## src/rtl/cam_access_ctrl.sv

```systemverilog
// Arbitrates and sequences lookup/write traffic onto the single password-CAM port.
// Optional statistics counters are built when CAM_CTRL_STATS_EN is defined.
module cam_access_ctrl #(
  parameter int unsigned DATA_WIDTH = 64,
  parameter int unsigned ADDR_WIDTH = 5,
  parameter int unsigned LOOKUP_LAT = 1,
  parameter int unsigned WR_TIMEOUT = 64
) (
  input  logic                  i_clk,
  input  logic                  i_rst,
  input  logic                  i_lu_valid,
  output logic                  o_lu_ready,
  input  logic [DATA_WIDTH-1:0] i_lu_key,
  output logic                  o_lu_rsp_valid,
  output logic                  o_lu_rsp_hit,
  output logic [ADDR_WIDTH-1:0] o_lu_rsp_addr,
  input  logic                  i_wr_valid,
  output logic                  o_wr_ready,
  input  logic [DATA_WIDTH-1:0] i_wr_key,
  input  logic [ADDR_WIDTH-1:0] i_wr_addr,
  output logic                  o_wr_done,
  output logic                  o_wr_err,
  output logic                  o_cam_write_enable,
  output logic [DATA_WIDTH-1:0] o_cam_din,
  output logic [DATA_WIDTH-1:0] o_cam_cmp_din,
  output logic [ADDR_WIDTH-1:0] o_cam_write_addr,
  input  logic                  i_cam_busy,
  input  logic                  i_cam_match,
  input  logic [ADDR_WIDTH-1:0] i_cam_match_addr
`ifdef CAM_CTRL_STATS_EN
  ,
  output logic [15:0]           o_stat_hits,
  output logic [15:0]           o_stat_misses,
  output logic [15:0]           o_stat_wr_timeouts
`endif
);

  localparam int unsigned TO_W = $clog2(WR_TIMEOUT + 1);

  typedef enum logic [1:0] {
    S_IDLE,
    S_LOOKUP,
    S_WR_ISSUE,
    S_WR_WAIT
  } state_t;

  state_t                r_state;
  state_t                w_state_nxt;
  logic [2:0]            r_lat_cnt;
  logic [TO_W-1:0]       r_to_cnt;
  logic                  r_last_wr;
  logic                  r_rsp_valid;
  logic                  r_rsp_hit;
  logic [ADDR_WIDTH-1:0] r_rsp_addr;
  logic                  r_wr_done;
  logic                  r_wr_err;
  logic                  r_cam_we;
  logic [DATA_WIDTH-1:0] r_cam_din;
  logic [DATA_WIDTH-1:0] r_cam_cmp_din;
  logic [ADDR_WIDTH-1:0] r_cam_waddr;

  logic w_idle;
  logic w_lu_accept;
  logic w_wr_accept;
  logic w_lu_fin;
  logic w_wr_ok;
  logic w_wr_to;

  always_ff @(posedge i_clk) begin
    if (!i_rst) r_state <= S_IDLE;
    else        r_state <= w_state_nxt;
  end

  // Readies are gated by reset so nothing is granted while reset is held.
  always_comb begin
    w_state_nxt = r_state;
    w_idle      = 1'b0;
    w_lu_accept = 1'b0;
    w_wr_accept = 1'b0;
    w_lu_fin    = 1'b0;
    w_wr_ok     = 1'b0;
    w_wr_to     = 1'b0;
    case (r_state)
      S_IDLE: begin
        w_idle      = i_rst & ~i_cam_busy;
        w_lu_accept = w_idle & i_lu_valid & (~i_wr_valid | r_last_wr);
        w_wr_accept = w_idle & i_wr_valid & (~i_lu_valid | ~r_last_wr);
        if (w_lu_accept)      w_state_nxt = S_LOOKUP;
        else if (w_wr_accept) w_state_nxt = S_WR_ISSUE;
      end
      S_LOOKUP: begin
        if (r_lat_cnt == 3'd0) begin
          w_lu_fin    = 1'b1;
          w_state_nxt = S_IDLE;
        end
      end
      S_WR_ISSUE: w_state_nxt = S_WR_WAIT;
      S_WR_WAIT: begin
        // A zero counter marks the first wait cycle, where busy may not have risen yet.
        if (r_to_cnt != '0) begin
          if (!i_cam_busy) begin
            w_wr_ok     = 1'b1;
            w_state_nxt = S_IDLE;
          end else if (r_to_cnt == TO_W'(WR_TIMEOUT)) begin
            w_wr_to     = 1'b1;
            w_state_nxt = S_IDLE;
          end
        end
      end
      default: w_state_nxt = S_IDLE;
    endcase
  end

  always_ff @(posedge i_clk) begin
    if (!i_rst) begin
      r_lat_cnt     <= '0;
      r_to_cnt      <= '0;
      r_last_wr     <= 1'b0;
      r_rsp_valid   <= 1'b0;
      r_rsp_hit     <= 1'b0;
      r_rsp_addr    <= '0;
      r_wr_done     <= 1'b0;
      r_wr_err      <= 1'b0;
      r_cam_we      <= 1'b0;
      r_cam_din     <= '0;
      r_cam_cmp_din <= '0;
      r_cam_waddr   <= '0;
    end else begin
      r_rsp_valid <= w_lu_fin;
      r_rsp_hit   <= w_lu_fin & i_cam_match;
      r_rsp_addr  <= (w_lu_fin & i_cam_match) ? i_cam_match_addr : '0;
      r_wr_done   <= w_wr_ok | w_wr_to;
      r_wr_err    <= w_wr_to;
      r_cam_we    <= (r_state == S_WR_ISSUE);

      if (w_lu_accept) begin
        r_cam_din <= i_lu_key;
        r_lat_cnt <= 3'(LOOKUP_LAT);
        r_last_wr <= 1'b0;
      end else if ((r_state == S_LOOKUP) && (r_lat_cnt != 3'd0)) begin
        r_lat_cnt <= r_lat_cnt - 3'd1;
      end

      if (w_wr_accept) begin
        r_cam_cmp_din <= i_wr_key;
        r_cam_waddr   <= i_wr_addr;
        r_last_wr     <= 1'b1;
      end

      if (r_state == S_WR_ISSUE) begin
        r_to_cnt <= '0;
      end else if ((r_state == S_WR_WAIT) && (r_to_cnt != TO_W'(WR_TIMEOUT))) begin
        r_to_cnt <= r_to_cnt + 1'b1;
      end
    end
  end

  assign o_lu_ready         = w_lu_accept;
  assign o_wr_ready         = w_wr_accept;
  assign o_lu_rsp_valid     = r_rsp_valid;
  assign o_lu_rsp_hit       = r_rsp_hit;
  assign o_lu_rsp_addr      = r_rsp_addr;
  assign o_wr_done          = r_wr_done;
  assign o_wr_err           = r_wr_err;
  assign o_cam_write_enable = r_cam_we;
  assign o_cam_din          = r_cam_din;
  assign o_cam_cmp_din      = r_cam_cmp_din;
  assign o_cam_write_addr   = r_cam_waddr;

`ifdef CAM_CTRL_STATS_EN
  logic [15:0] r_stat_hits;
  logic [15:0] r_stat_misses;
  logic [15:0] r_stat_to;

  always_ff @(posedge i_clk) begin
    if (!i_rst) begin
      r_stat_hits   <= '0;
      r_stat_misses <= '0;
      r_stat_to     <= '0;
    end else begin
      if (w_lu_fin && i_cam_match && (r_stat_hits != '1))    r_stat_hits   <= r_stat_hits + 16'd1;
      if (w_lu_fin && !i_cam_match && (r_stat_misses != '1)) r_stat_misses <= r_stat_misses + 16'd1;
      if (w_wr_to && (r_stat_to != '1))                      r_stat_to     <= r_stat_to + 16'd1;
    end
  end

  assign o_stat_hits        = r_stat_hits;
  assign o_stat_misses      = r_stat_misses;
  assign o_stat_wr_timeouts = r_stat_to;
`endif

endmodule

```

## config.mk

```make
export PLATFORM = sky130hd
export DESIGN_NAME = cam_access_ctrl
export DESIGN_NICKNAME = d
export VERILOG_FILES = /design/src/rtl/cam_access_ctrl.sv
export SDC_FILE = /design/constraint.sdc
export NUM_CORES = 1
export LEC_CHECK = 0
export BUFFER_PORTS_ARGS = -buffer_cell sky130_fd_sc_hd__buf_2
export CAP_MARGIN = 20
export CORE_MARGIN = 10
export CORE_UTILIZATION = 46
export CTS_CLUSTER_DIAMETER = 80
export DETAILED_ROUTE_END_ITERATION = 12
export PLACE_DENSITY = 0.9
export REMOVE_ABC_BUFFERS = 1
export SETUP_SLACK_MARGIN = 0.05
export SKIP_CTS_REPAIR_TIMING = 1
export SLEW_MARGIN = 20
export SYNTH_ARGS = -nofsm -noshare
export SYNTH_HDL_FRONTEND = slang
export SYNTH_SLANG_ARGS = --single-unit
```

## constraint.sdc

```tcl
create_clock -name i_clk -period 2.1 [get_ports i_clk]
set_input_delay 0.21 -clock i_clk [delete_from_list [all_inputs] [get_ports i_clk]]
set_output_delay 0.21 -clock i_clk [all_outputs]
set_load 0.1 [all_outputs]
```

==> metrics.txt, run 1 <==
# TYPE chip_impl_metric gauge
chip_impl_metric{name="post-route-util",unit="%"} 64.9
chip_impl_metric{name="yosys_register_bits",unit=""} 156
chip_impl_metric{name="start_util",unit="%"} 46.6
chip_impl_metric{name="dr_vias",unit=""} 5521
chip_impl_metric{name="final_global_route_overflow_total",unit=""} 0
chip_impl_metric{name="dp_worst_setup_slack",unit="ns"} 0.242
chip_impl_metric{name="detail_route.first_pass.iterations",unit=""} 4
chip_impl_metric{name="finalSetupViolCount",unit=""} 0
chip_impl_metric{name="drt_drc_violations_left",unit=""} 0
chip_impl_metric{name="min_period",unit="ns"} 1.92
chip_impl_metric{name="cp.required",unit="ns"} 1.89
chip_impl_metric{name="netlist_area",unit="mm2"} 0.00584
chip_impl_info{name="cells_traversed_along_the_worst_timing_path",value="nor2_2, nand4_1, clkinv_2, buf_12"} 1
chip_impl_metric{name="design.portCount",unit=""} 289
chip_impl_metric{name="finalWirelength",unit="um"} 17800
chip_impl_metric{name="area_overhead_vs_synth",unit="%"} 39.2
chip_impl_metric{name="cts-buffers-inserted",unit=""} 17
chip_impl_metric{name="synth.top_cell.area_share",unit="%"} 53.5
chip_impl_info{name="setup.worst_path.start_class",value="flip-flop"} 1
chip_impl_metric{name="initialDrtViolationCount",unit=""} 200
chip_impl_info{name="min_path_type",value="input port to flip-flop"} 1
chip_impl_metric{name="routedWlPerCell",unit="um"} 15.5
chip_impl_info{name="most_frequent_standard_cell_in_the_layout_excluding_fill_and_tap_cells",value="sky130_fd_sc_hd__buf_2"} 1
chip_impl_metric{name="max_slew.worst_pin.slew",unit="ns"} 0.526
chip_impl_metric{name="core_area",unit="mm2"} 0.0125
chip_impl_metric{name="clk_path_buf_depth",unit=""} 2
chip_impl_info{name="post_synth_main_area_contributors",value="sky130_fd_sc_hd__dfxtp_1 (54%), sky130_fd_sc_hd__nand2_1 (18%), sky130_fd_sc_hd__a21boi_1 (17%), sky130_fd_sc_hd__clkbuf_1 (1.8%), sky130_fd_sc_hd__buf_2 (1.5%)"} 1
chip_impl_metric{name="post_synth_inst_count",unit=""} 687
chip_impl_metric{name="final_hold_viol_count",unit=""} 0
chip_impl_metric{name="power-per-cell-area",unit="mW/mm2"} 907
chip_impl_metric{name="floorplan.die.height",unit="um"} 133
chip_impl_metric{name="fmax",unit="MHz"} 522
chip_impl_info{name="unrepaired_setup_endpoints_after_global_routing",value="no"} 1
chip_impl_metric{name="worst_skew_pair_later_pin_latency",unit="ns"} 0.42
chip_impl_metric{name="cellLeakagePower",unit="nW"} 3.73
chip_impl_metric{name="grt.total_usage",unit="%"} 19.5
chip_impl_metric{name="timing.critical_path.fanout_max",unit=""} 14
chip_impl_metric{name="cts_num_sinks",unit=""} 156
chip_impl_metric{name="core.rowCount",unit=""} 41
chip_impl_metric{name="number_of_cells_on_the_critical_path",unit=""} 4
chip_impl_metric{name="drtAntennaViolNets",unit=""} 0
chip_impl_metric{name="worst_slack",unit="ns"} 0.184
chip_impl_info{name="critical-path-slowest-cell",value="sky130_fd_sc_hd__dfxtp_1"} 1
chip_impl_metric{name="path_clk_slew",unit="ns"} 0.06
chip_impl_info{name="setup.worst_path.start",value="r_state[0]$_SDFFE_PN0P_"} 1
chip_impl_metric{name="finalInstanceArea",unit="mm2"} 0.00813
chip_impl_metric{name="yosysSeqAreaShare",unit="%"} 53.5
chip_impl_metric{name="slew_headroom",unit="%"} 64.7
chip_impl_info{name="path_class",value="flip-flop to primary output"} 1
chip_impl_metric{name="synth.yosys.warnings",unit=""} 0
chip_impl_info{name="outcome",value="finished clean"} 1
chip_impl_info{name="cp_top_family",value="buffers and inverters"} 1
chip_impl_metric{name="synth_area_per_cell",unit="um2"} 8.50
chip_impl_metric{name="buffer_ports.inserted",unit=""} 288
chip_impl_metric{name="globalplace.congestion",unit=""} 0.819
chip_impl_info{name="yosys.area.top_type",value="sky130_fd_sc_hd__dfxtp_1"} 1
chip_impl_metric{name="hold_path_depth",unit=""} 3
chip_impl_metric{name="skew",unit="ns"} 0.00928
chip_impl_metric{name="worst_ep_arrival_time",unit="ns"} 1.71
chip_impl_metric{name="share_of_post_route_cells_with_drive_strength_above_1",unit="%"} 34.9
chip_impl_metric{name="final_max_tran_viols",unit=""} 0
chip_impl_metric{name="antenna_found_initial",unit=""} 2
chip_impl_info{name="cts_tree",value="built"} 1
chip_impl_metric{name="floorplan.die_area",unit="mm2"} 0.0176
chip_impl_info{name="critical_path.endpoint_type",value="primary output"} 1
chip_impl_metric{name="ff2ff_path_depth",unit=""} 6
chip_impl_metric{name="grt_first_pass_wirelength",unit="um"} 28000
chip_impl_metric{name="die_x",unit="um"} 133
chip_impl_metric{name="placement.cell_area",unit="mm2"} 0.00747
chip_impl_metric{name="htree_num_levels",unit=""} 4
chip_impl_info{name="r2r_start",value="r_to_cnt[0]$_SDFFE_PP0P_"} 1
chip_impl_metric{name="r2r_setup_slack",unit="ns"} 0.23
chip_impl_metric{name="dpl.hpwl",unit="um"} 13200
chip_impl_metric{name="nets",unit=""} 1109
chip_impl_metric{name="maximum_number_of_pins_on_one_net_before_global_route_repair",unit=""} 142
chip_impl_info{name="reg2reg_to",value="r_state[0]$_SDFFE_PN0P_"} 1
chip_impl_metric{name="cap_viol_max_count",unit=""} 0
chip_impl_info{name="worst_setup_path_endpoint",value="o_lu_ready"} 1
chip_impl_metric{name="vdd_ir_drop_max",unit="uV"} 561
chip_impl_metric{name="timing.critical_path.slowest_cell_delay",unit="ns"} 0.50
chip_impl_metric{name="final-instance-count-excl-fill",unit=""} 1147
chip_impl_metric{name="place_inst",unit=""} 1113
chip_impl_info{name="most-common-layout-cells",value="sky130_fd_sc_hd__buf_2 (285), sky130_fd_sc_hd__nand2_1 (275), sky130_fd_sc_hd__dfxtp_1 (156), sky130_fd_sc_hd__a21boi_1 (134), sky130_fd_sc_hd__clkbuf_16 (18)"} 1
chip_impl_metric{name="synth_cell_type_count",unit=""} 34
chip_impl_info{name="cts-root-buf",value="sky130_fd_sc_hd__clkbuf_16"} 1
chip_impl_metric{name="via_count_of_the_first_global_routing_pass",unit=""} 5438
chip_impl_metric{name="timing.critical_path.buf_inv",unit=""} 2
chip_impl_metric{name="final_min_period_over_clock_period",unit="%"} 91.2
chip_impl_metric{name="via_per_inst",unit=""} 4.81
layout make-up:
type / count / area [um2]
Inverter: 13 / 50.0
Antenna cell: 1 / 2.50
Sequential cell: 156 / 3120
Fill cell: 1039 / 4390
Multi-Input combinational cell: 472 / 2470
Tap cell: 172 / 215
Clock buffer: 20 / 457
Timing Repair Buffer: 301 / 1640
Clock inverter: 12 / 169
sequential cells by signal, indices dropped and copies added, names as in the netlist, 2 cells and up:
name and cells:
o_cam_cmp_din 64, o_cam_din 64, r_to_cnt 7, o_cam_write_addr 5, o_lu_rsp_addr 5, r_lat_cnt 3, r_state 2
cells in the mapped netlist:
cell                       instances
sky130_fd_sc_hd__o21ai_1           3
sky130_fd_sc_hd__nor3_1            3
sky130_fd_sc_hd__or3_1             2
sky130_fd_sc_hd__nand2b_1          1
sky130_fd_sc_hd__mux2i_1           1
sky130_fd_sc_hd__inv_1            11
sky130_fd_sc_hd__nor2_1           11
sky130_fd_sc_hd__buf_2            18
sky130_fd_sc_hd__a21oi_1           2
sky130_fd_sc_hd__and2_1            1
sky130_fd_sc_hd__nand4_1           3
sky130_fd_sc_hd__nand3_1           2
sky130_fd_sc_hd__o31a_2            1
sky130_fd_sc_hd__nor2b_1           3
sky130_fd_sc_hd__clkbuf_1         28
sky130_fd_sc_hd__nor4_1            1
sky130_fd_sc_hd__and3_4            1
sky130_fd_sc_hd__o32ai_1           1
sky130_fd_sc_hd__nand2_1         275
sky130_fd_sc_hd__a21boi_1        134
sky130_fd_sc_hd__ha_1              4
sky130_fd_sc_hd__and3_1            7
sky130_fd_sc_hd__inv_2             2
sky130_fd_sc_hd__xor2_1            2
sky130_fd_sc_hd__a211oi_2          1
sky130_fd_sc_hd__o21ai_0           2
sky130_fd_sc_hd__or2_2             1
sky130_fd_sc_hd__a211oi_1          2
sky130_fd_sc_hd__and4_1            1
sky130_fd_sc_hd__dfxtp_1         156
sky130_fd_sc_hd__o2111a_1          1
sky130_fd_sc_hd__or4b_4            1
sky130_fd_sc_hd__nand3b_1          1
sky130_fd_sc_hd__xnor2_1           4
report_power, final:
group	leakage [nW]	total [mW]	internal [mW]	switching [mW]
clock	0.306	3.21	2.04	1.17
combinational	2.16	1.08	0.269	0.810
sequential	1.26	3.09	3.04	0.0424
tightest hold or removal path: stages:
cell and delay, ns:
sky130_fd_sc_hd__buf_2 0.10, sky130_fd_sc_hd__nand2_1 0.04, sky130_fd_sc_hd__a21boi_1 0.04
metal layers:
metal	track usage [%]	wire, um
met5	0	13
met2	31.8	8130
met4	7.27	372
met3	11.4	2280
met1	20.4	6990
stage by stage:
stage	setup TNS, ns	hold slack [ns]	power [mW]
2_1_floorplan	-238.65	0.303	3.90
3_3_place_gp	0	0.437	4.21
3_5_place_dp	0	0.441	4.23
4_1_cts	0	0.00324	7.44
5_1_grt	0	0.0173	7.63
6_report	0	0.0211	7.38
cell families after synthesis:
kind of cell	Yosys count	synth area share [%]
flip-flops	156	53.5
multiplexers	1	0.171
AND/OR/NAND/NOR	314	21.6
XOR/XNOR	6	0.900
adder cells (fa/ha/maj)	4	0.857
buffers and inverters	59	4.18
AO/OA/AOI/OAI	147	18.8
worst min-delay path by stage:
stage | startpoint | endpoint | slack (ns)
2_1_floorplan | i_cam_match | o_lu_rsp_hit$_SDFF_PN0_ | 0.30
3_3_place_gp | o_cam_din[29]$_SDFFE_PN0P_ | o_cam_din[29]$_SDFFE_PN0P_ | 0.44
3_5_place_dp | o_cam_cmp_din[44]$_SDFFE_PN0P_ | o_cam_cmp_din[44]$_SDFFE_PN0P_ | 0.44
4_1_cts | i_cam_match_addr[4] | o_lu_rsp_addr[4]$_SDFF_PN0_ | 0.003
5_1_grt | i_lu_key[22] | o_cam_din[22]$_SDFFE_PN0P_ | 0.02
6_report | i_lu_key[22] | o_cam_din[22]$_SDFFE_PN0P_ | 0.02
Note: power is estimated with default switching activity, not from simulation.
==> run 2: changes to the inputs <==
CORE_UTILIZATION = 49   (was 46)
PLACE_DENSITY = 0.95   (was 0.9)
clock period = 2.4 ns   (was 2.1 ns; I/O delays follow)
==> run 2 against run 1 <==
  * Count of clock-buffer cells in the layout is 6 higher
  * Total power is 15% lower
  * Clock power is 18% lower
  * Worst setup slack better by 0.15 ns
  * First-iteration DRC count is 33% higher
  * Via count is 1.4% higher
  * Combinational power is 13% lower
  * Largest power group is now sequential cells
  * Highest routed layer unchanged
==> metrics.txt, run 2 (synthesis results as in run 1) <==
# TYPE chip_impl_metric gauge
chip_impl_info{name="unrepaired_setup_endpoints_after_global_routing",value="no"} 1
chip_impl_metric{name="final_hold_viol_count",unit=""} 0
chip_impl_metric{name="r2r_setup_slack",unit="ns"} 0.49
chip_impl_metric{name="min_period",unit="ns"} 2.06
chip_impl_metric{name="share_of_post_route_cells_with_drive_strength_above_1",unit="%"} 34.4
chip_impl_metric{name="final_max_tran_viols",unit=""} 0
chip_impl_metric{name="p_total",unit="mW"} 6.28
chip_impl_metric{name="finalWirelength",unit="um"} 18200
chip_impl_metric{name="final_min_period_over_clock_period",unit="%"} 86.0
chip_impl_metric{name="hold_path_depth",unit=""} 2
chip_impl_info{name="r2r_start",value="r_to_cnt[0]$_SDFFE_PP0P_"} 1
chip_impl_metric{name="cts_num_sinks",unit=""} 156
chip_impl_metric{name="drt_drc_violations_left",unit=""} 0
chip_impl_metric{name="finalSetupViolCount",unit=""} 0
chip_impl_metric{name="path_clk_slew",unit="ns"} 0.06
chip_impl_metric{name="floorplan.die.height",unit="um"} 129
chip_impl_metric{name="worst_ep_arrival_time",unit="ns"} 1.82
chip_impl_info{name="most_frequent_standard_cell_in_the_layout_excluding_fill_and_tap_cells",value="sky130_fd_sc_hd__buf_2"} 1
chip_impl_metric{name="nets",unit=""} 1107
chip_impl_info{name="worst_hold_startpoint",value="i_cam_match_addr[4]"} 1
chip_impl_metric{name="cts-buffers-inserted",unit=""} 17
chip_impl_metric{name="maximum_number_of_pins_on_one_net_before_global_route_repair",unit=""} 80
chip_impl_metric{name="placement.cell_area",unit="mm2"} 0.00741
chip_impl_info{name="min_path_type",value="input port to flip-flop"} 1
chip_impl_metric{name="dp_worst_setup_slack",unit="ns"} 0.505
chip_impl_metric{name="area_overhead_vs_synth",unit="%"} 37.2
chip_impl_metric{name="core.rowCount",unit=""} 39
chip_impl_metric{name="timing.critical_path.fanout_max",unit=""} 25
chip_impl_metric{name="timing.critical_path.buf_inv",unit=""} 2
chip_impl_metric{name="timing.critical_path.slowest_cell_delay",unit="ns"} 0.42
chip_impl_metric{name="via_count_of_the_first_global_routing_pass",unit=""} 5595
chip_impl_metric{name="antenna_found_initial",unit=""} 1
chip_impl_metric{name="die_x",unit="um"} 129
chip_impl_metric{name="power-per-cell-area",unit="mW/mm2"} 784
chip_impl_metric{name="post-route-util",unit="%"} 69.3
chip_impl_info{name="cts-root-buf",value="sky130_fd_sc_hd__clkbuf_16"} 1
chip_impl_metric{name="buffer_ports.inserted",unit=""} 288
chip_impl_metric{name="finalInstanceArea",unit="mm2"} 0.00801
chip_impl_metric{name="dpl.hpwl",unit="um"} 13800
chip_impl_metric{name="core_area",unit="mm2"} 0.0116
chip_impl_metric{name="htree_num_levels",unit=""} 4
chip_impl_metric{name="final_global_route_overflow_total",unit=""} 0
chip_impl_info{name="most-common-layout-cells",value="sky130_fd_sc_hd__buf_2 (285), sky130_fd_sc_hd__nand2_1 (275), sky130_fd_sc_hd__dfxtp_1 (156), sky130_fd_sc_hd__a21boi_1 (134), sky130_fd_sc_hd__clkbuf_16 (17)"} 1
chip_impl_metric{name="initialDrtViolationCount",unit=""} 266
chip_impl_metric{name="cp.required",unit="ns"} 2.16
chip_impl_metric{name="grt.total_usage",unit="%"} 21.2
chip_impl_metric{name="ff2ff_path_depth",unit=""} 6
chip_impl_metric{name="worst_skew_pair_later_pin_latency",unit="ns"} 0.41
chip_impl_info{name="cp_top_family",value="buffers and inverters"} 1
chip_impl_metric{name="via_per_inst",unit=""} 5.02
chip_impl_metric{name="globalplace.congestion",unit=""} 0.852
chip_impl_metric{name="floorplan.die_area",unit="mm2"} 0.0167
chip_impl_metric{name="design.portCount",unit=""} 289
chip_impl_metric{name="fmax",unit="MHz"} 485
chip_impl_metric{name="detail_route.first_pass.iterations",unit=""} 4
chip_impl_info{name="setup.worst_path.start_class",value="flip-flop"} 1
chip_impl_metric{name="grt_first_pass_wirelength",unit="um"} 28200
chip_impl_metric{name="dr_vias",unit=""} 5600
chip_impl_metric{name="cap_viol_max_count",unit=""} 0
chip_impl_metric{name="skew",unit="ns"} 0.00580
chip_impl_metric{name="routedWlPerCell",unit="um"} 16.3
chip_impl_info{name="worst_hold_path.endpoint",value="o_lu_rsp_addr[4]$_SDFF_PN0_"} 1
chip_impl_metric{name="worst_slack",unit="ns"} 0.337
chip_impl_metric{name="clk_path_buf_depth",unit=""} 2
chip_impl_metric{name="slew_headroom",unit="%"} 53.3
chip_impl_metric{name="start_util",unit="%"} 50.5
chip_impl_info{name="critical-path-slowest-cell",value="sky130_fd_sc_hd__inv_2"} 1
chip_impl_metric{name="vdd_ir_drop_max",unit="uV"} 733
chip_impl_metric{name="drtAntennaViolNets",unit=""} 0
chip_impl_metric{name="cellLeakagePower",unit="nW"} 3.69
chip_impl_info{name="cells_traversed_along_the_worst_timing_path",value="nor2_1, nand4_1, inv_2, buf_12"} 1
chip_impl_info{name="path_class",value="flip-flop to primary output"} 1
chip_impl_info{name="critical_path.endpoint_type",value="primary output"} 1
chip_impl_info{name="cts_tree",value="built"} 1
chip_impl_metric{name="max_slew.worst_pin.slew",unit="ns"} 0.701
chip_impl_info{name="reg2reg_to",value="r_state[0]$_SDFFE_PN0P_"} 1
chip_impl_info{name="outcome",value="finished clean"} 1
-- run 2: cell count changes in the layout (fill, tap and decap cells not counted) --
cell	change
sky130_fd_sc_hd__buf_12	-1
sky130_fd_sc_hd__bufinv_16	-2
sky130_fd_sc_hd__clkbuf_1	+3
sky130_fd_sc_hd__clkbuf_16	-1
sky130_fd_sc_hd__clkbuf_8	+3
sky130_fd_sc_hd__clkinv_2	-3
sky130_fd_sc_hd__clkinv_4	-1
sky130_fd_sc_hd__clkinvlp_4	-1
sky130_fd_sc_hd__inv_2	+1
sky130_fd_sc_hd__nor2_1	+1
sky130_fd_sc_hd__nor2_2	-1
-- run 2: routing by layer --
layer  global-route usage, %  wire [um]  up-vias
met5                       0         13        -
met4                    9.23        520        2
met3                    12.4       2480       43
met2                    36.1       8790      279
met1                    20.4       6400     2521
li1                        -          -     2755
-- run 2: report_power, final --
group          internal, mW  switching, mW
logic                 0.229          0.711
registers              2.66         0.0376
clock network          1.67          0.976
-- run 2: how the worst max path moves through the flow --
stage	start	end	slack [ns]	depth (start not counted)
2_1_floorplan	r_state[1]$_SDFFE_PN0P_	o_cam_cmp_din[0]$_SDFFE_PN0P_	-1.54	5
3_3_place_gp	r_to_cnt[0]$_SDFFE_PP0P_	r_state[0]$_SDFFE_PN0P_	0.61	6
3_5_place_dp	r_to_cnt[0]$_SDFFE_PP0P_	r_state[0]$_SDFFE_PN0P_	0.51	6
4_1_cts	r_state[1]$_SDFFE_PN0P_	o_wr_ready	0.32	4
5_1_grt	r_state[0]$_SDFFE_PN0P_	o_wr_ready	0.20	4
6_report	r_state[1]$_SDFFE_PN0P_	o_wr_ready	0.34	4
-- run 2: layout make-up --
type	instances	area (um2)
multi-input combinational	472	2470
clock buffer	26	509
sequential	156	3120
fill	830	3560
antenna	1	2.50
tap	143	179
inverter	13	48.8
clock inverter	6	82.6
timing repair buffer	299	1590
-- run 2: per-stage QoR --
step	cells	TNS [ns]	hold slack (ns)
6_report	1116	0	0.0622
5_1_grt	1115	0	0.0484
4_1_cts	1115	0	0.0439
3_5_place_dp	1083	0	0.441
3_3_place_gp	1083	0	0.437
2_1_floorplan	641	-197.01	0.333
